## src/rtl/fetch_pc_gen.sv

```systemverilog
// Instruction fetch PC generator: drives a single-outstanding SRAM-like instruction port
// and hands {pc, inst, adef} to the fetch/decode stage through a 1-entry output buffer.
module fetch_pc_gen #(
  parameter logic [31:0] RESET_PC        = 32'h1C00_0000,
  parameter int unsigned MAX_OUTSTANDING = 1
) (
  input  logic        aclk,
  input  logic        aresetn,
  input  logic        exc_flush,
  input  logic [31:0] exc_target,
  input  logic        br_taken,
  input  logic [31:0] br_target,
  output logic        inst_req,
  output logic [31:0] inst_addr,
  input  logic        inst_addr_ok,
  input  logic        inst_data_ok,
  input  logic [31:0] inst_rdata,
  input  logic        allow_in,
  output logic        valid_out,
  output logic [31:0] pc_out,
  output logic [31:0] inst_out,
  output logic        adef_out
);

  localparam int unsigned XLEN = 32;

  if (MAX_OUTSTANDING != 1) begin : g_cfg_check
    $error("fetch_pc_gen supports MAX_OUTSTANDING = 1 only");
  end

  typedef enum logic [1:0] {
    S_IDLE = 2'd0,
    S_REQ  = 2'd1,
    S_WAIT = 2'd2
  } state_t;

  state_t            state;
  logic [XLEN-1:0]   fetch_pc;
  logic              buf_valid;
  logic [XLEN-1:0]   buf_pc;
  logic [XLEN-1:0]   buf_inst;
  logic              buf_adef;
  logic              discard;
  logic              halted;

  logic              redirect_c;
  logic [XLEN-1:0]   redirect_pc_c;
  logic              drain_c;
  logic              buf_free_c;
  logic              pc_misaligned_c;

  // Exception redirect always wins over a branch redirect.
  assign redirect_c      = exc_flush | br_taken;
  assign redirect_pc_c   = exc_flush ? exc_target : br_target;
  assign drain_c         = valid_out & allow_in;
  assign buf_free_c      = ~buf_valid | drain_c;
  assign pc_misaligned_c = (fetch_pc[1:0] != 2'b00);

  assign inst_req  = aresetn & (state == S_REQ);
  assign inst_addr = fetch_pc;
  assign valid_out = aresetn & buf_valid & ~redirect_c;
  assign pc_out    = aresetn ? buf_pc   : '0;
  assign inst_out  = aresetn ? buf_inst : '0;
  assign adef_out  = aresetn & buf_adef;

  always_ff @(posedge aclk) begin
    if (!aresetn) begin
      state     <= S_IDLE;
      fetch_pc  <= RESET_PC;
      buf_valid <= 1'b0;
      buf_pc    <= '0;
      buf_inst  <= '0;
      buf_adef  <= 1'b0;
      halted    <= 1'b0;
      // A request still in flight when reset hits must not be mistaken for the first fetch.
      discard   <= ((state == S_WAIT) | discard) & ~inst_data_ok;
    end else begin
      if (drain_c) buf_valid <= 1'b0;

      case (state)
        S_IDLE: begin
          if (discard & inst_data_ok) discard <= 1'b0;
          if (!redirect_c && buf_free_c && !halted) begin
            if (pc_misaligned_c) begin
              buf_valid <= 1'b1;
              buf_pc    <= fetch_pc;
              buf_inst  <= '0;
              buf_adef  <= 1'b1;
              halted    <= 1'b1;
            end else begin
              state <= S_REQ;
            end
          end
        end

        S_REQ: begin
          if (discard & inst_data_ok) discard <= 1'b0;
          if (inst_addr_ok) begin
            state <= S_WAIT;
            if (redirect_c) discard <= 1'b1;
          end
        end

        S_WAIT: begin
          if (inst_data_ok) begin
            state <= S_IDLE;
            if (discard) begin
              discard <= 1'b0;
            end else if (!redirect_c) begin
              buf_valid <= 1'b1;
              buf_pc    <= fetch_pc;
              buf_inst  <= pc_misaligned_c ? '0 : inst_rdata;
              buf_adef  <= pc_misaligned_c;
              halted    <= pc_misaligned_c;
              if (!pc_misaligned_c) fetch_pc <= fetch_pc + XLEN'(4);
            end
          end else if (redirect_c) begin
            discard <= 1'b1;
          end
        end

        default: state <= S_IDLE;
      endcase

      // Redirect overrides the sequential update and kills the buffered instruction.
      if (redirect_c) begin
        fetch_pc  <= redirect_pc_c;
        buf_valid <= 1'b0;
        halted    <= 1'b0;
      end
    end
  end

endmodule

```

## config.mk

```make
export PLATFORM = sky130hd
export DESIGN_NAME = fetch_pc_gen
export DESIGN_NICKNAME = d
export VERILOG_FILES = /design/src/rtl/fetch_pc_gen.sv
export SDC_FILE = /design/constraint.sdc
export NUM_CORES = 1
export LEC_CHECK = 0
export CORE_MARGIN = 3
export CORE_UTILIZATION = 47
export DETAILED_ROUTE_END_ITERATION = 8
export PLACE_DENSITY = 0.86
export SLEW_MARGIN = 10
export SYNTH_ARGS = -nofsm -noshare
export SYNTH_HDL_FRONTEND = slang
export SYNTH_SLANG_ARGS = --single-unit
```

## constraint.sdc

```tcl
create_clock -name aclk -period 4.15 [get_ports aclk]
set_clock_uncertainty 0.1 [all_clocks]
set_input_delay 0.6225 -clock aclk [delete_from_list [all_inputs] [get_ports aclk]]
set_output_delay 0.6225 -clock aclk [all_outputs]
set_load 0.05 [all_outputs]
```

==> metrics.txt <==
vias in the first global route 5175; area of the multi-input gates 0.00278 mm²; r2r worst-path depth 7; Mapped Cells 621; area added between synthesis and finish 43.3%; Least-Margin Pin Slew 0.809 ns; routability-driven placement congestion ratio 0.958; utilization after layout 0.701; DR pass1 iterations 6; Setup Viol. Count Final 0; synthesized area 0.00512 mm²; Antenna Diode Count 0; clock latency on the worst-skew pair 0.37 ns; CTS tree done; max-slew violations 0; Synth Area in XOR/XNOR 0.0291; # H-tree levels 3; total die area 0.0122 mm²; via count 5537; arrival time worst endpoint 2.13 ns; Detail Route Antenna Nets 0; top_reg_cell synth dfxtp_1; share of layout cells above drive strength 1 0.0464; outcome complete, no violations; worst hold stages 2; share of flip-flops with an asynchronous set or reset 0; pin count of the biggest net entering global routing 93; Final #Nets 899; PwrDens 380 mW/mm²; Synth warnings 0; Setup Crit Path Kind in -> out; Pleak 2.71 nW; main combinational cell family by area after synthesis simple AND/OR/NAND/NOR gates; f_max 351 MHz; die width 110 µm; I/O Pins 202; min Tclk post-route 2.85 ns; mux cell area share after synthesis 0.0176; Post-synth EDFFs 1; crit path capture type output port; initial DRC count 640; MaxCap Viol Count 0; Register Area 0.00205 mm²; Synth Area in Simple Gates 0.264; site row count 37; Worst Hold Class reg -> reg; Post-Syn Nets 728; Place WS 1.09 ns; clk slew on worst S/H paths 0.10 ns; Remaining DRCs 0; grt ovf 0; Fin Setup TNS 0 ns; core area 0.0105 mm²; Tcrit/Tclk final 0.687; first-pass GRT wire length 26500 µm; # Post-CTS Setup Buffers 0; initial core utilization 0.489; Fill cells 832; Distinct cells, synth 60; final setup margin 1.30 ns; sequential area share after synthesis 0.401; initial antenna violation count 0; gr usage total 0.276; vias per inst 5.93; RSZ-0062 raised after global routing no; mean cell area of the mapped netlist 8.24 µm²; FF+latch count, synth 102; I/O Buffers 201; wire per inst 18.7 µm; VDD IR max 0.259 mV; hpwl dp 12400 µm; Req. time, crit path 3.43 ns; complex-gate fraction of the synthesized area 0.224; slew margin rel. 0.456; CTS Hold Bufs 0; Num CTS Buffers 9; Worst setup SP type input port; Die Y 110 µm; root buf cell clkbuf_8; Post-Synth Adder-Cell Area 0.00978; Hold Vio Cnt, Final 0; clk buf depth 2; CP max FO 92; clock sink total 102; # resized after CTS 0; final wirelength 17400 µm
==> synth_stat cells (3+ instances only) <==
library cell / count / share of area
and4_1: 6 / 0.010
dfxtp_1: 101 / 0.40
nand2_1: 86 / 0.063
mux2i_1: 9 / 0.018
nor3_1: 7 / 0.0068
clkbuf_1: 32 / 0.023
nor2b_1: 4 / 0.0049
nand2b_1: 5 / 0.0061
and2_1: 70 / 0.086
inv_1: 10 / 0.0073
nor2_1: 33 / 0.024
ha_1: 4 / 0.0098
buf_6: 5 / 0.011
a221oi_1: 3 / 0.0051
o221ai_1: 5 / 0.0086
nand4_1: 15 / 0.018
o22ai_1: 12 / 0.015
xor2_1: 10 / 0.017
buf_2: 8 / 0.0078
o21ai_0: 19 / 0.019
xnor2_1: 7 / 0.012
a31oi_1: 9 / 0.011
a21oi_1: 55 / 0.054
and3_1: 9 / 0.011
a211oi_1: 3 / 0.0044
a22o_1: 33 / 0.056
nand3_1: 15 / 0.015
a2bb2oi_1: 3 / 0.0051
a22oi_1: 5 / 0.0073
==> final cells by class <==
cell class,count,share of cell area
repair buffers,209,0.285
inverters,12,0.00614
flip-flops and latches,102,0.280
multi-input cells,458,0.380
clock inverters,6,0.00734
clock buffers,10,0.0188
well taps,136,0.0232
==> sequential cells by signal, indices dropped and copies added (netlist names) <==
register and count:
buf_inst 32, buf_pc 32, inst_addr 32, state 2
buf_adef 1, buf_valid 1, discard 1, halted 1
==> report_power, final <==
group | switching (mW) | leakage, nW | total (mW) | internal (mW)
registers | 0.0875 | 0.836 | 1.17 | 1.08
clock network | 0.375 | 0.0968 | 0.621 | 0.246
logic | 0.639 | 1.77 | 0.997 | 0.358
total | 1.10 | 2.71 | 2.78 | 1.68
==> cell usage in the layout, fill, tap and decap left out, drive strengths merged, types with 10 or more instances in the layout <==
master,synthesis,routed
buf,16,10
clkbuf,33,10
nand2,86,86
and2,70,70
nor2,34,34
o22ai,12,12
dfxtp,101,101
inv,11,14
nand4,15,15
xor2,10,10
a21oi,56,56
clkdlybuf4s50,0,199
nand3,16,16
a22o,33,33
o21ai,19,19
==> cell families (layout without fill, tap and decap cells) <==
group                    count (synthesis)  after routing
XOR/XNOR                                17             17
multiplexers                             9              9
flip-flops                             102            102
AO/OA/AOI/OAI                          166            166
adder cells (fa/ha/maj)                  4              4
buffers and inverters                   61            237
AND/OR/NAND/NOR                        262            262
==> worst paths after layout <==
| kind | to | start | slack (ns) |
|---|---|---|---|
| max | inst_out[10] | aresetn | 1.30 |
| min reg2reg | buf_pc[12] | buf_pc[12] | 0.36 |
| min | buf_pc[12] | buf_pc[12] | 0.36 |
| max reg2reg | buf_inst[22] | state[0] | 1.42 |
==> stage by stage <==
stage | hold slack, ns | power (mW) | cell area (µm²) | instances
floorplan | 0.332 | 1.86 | 5120 | 621
global placement | 0.339 | 2.14 | 7140 | 917
detailed placement | 0.343 | 2.17 | 7140 | 917
CTS | 0.356 | 2.78 | 7330 | 933
global route | 0.381 | 2.91 | 7330 | 933
finish | 0.356 | 2.78 | 7330 | 933
==> routing by layer <==
metal | part of all wire | track usage
met1 | 0.39 | 0.365
met2 | 0.47 | 0.451
met3 | 0.11 | 0.0594
met4 | 0.028 | 0.0862
met5 | 0 | 0
==> critical path: stages <==
cell and delay [ns]:
buf_2 0.10, buf_12 0.27, and2_1 0.21, clkdlybuf4s50_1 0.85
Note: power is estimated with default switching activity, not from simulation.
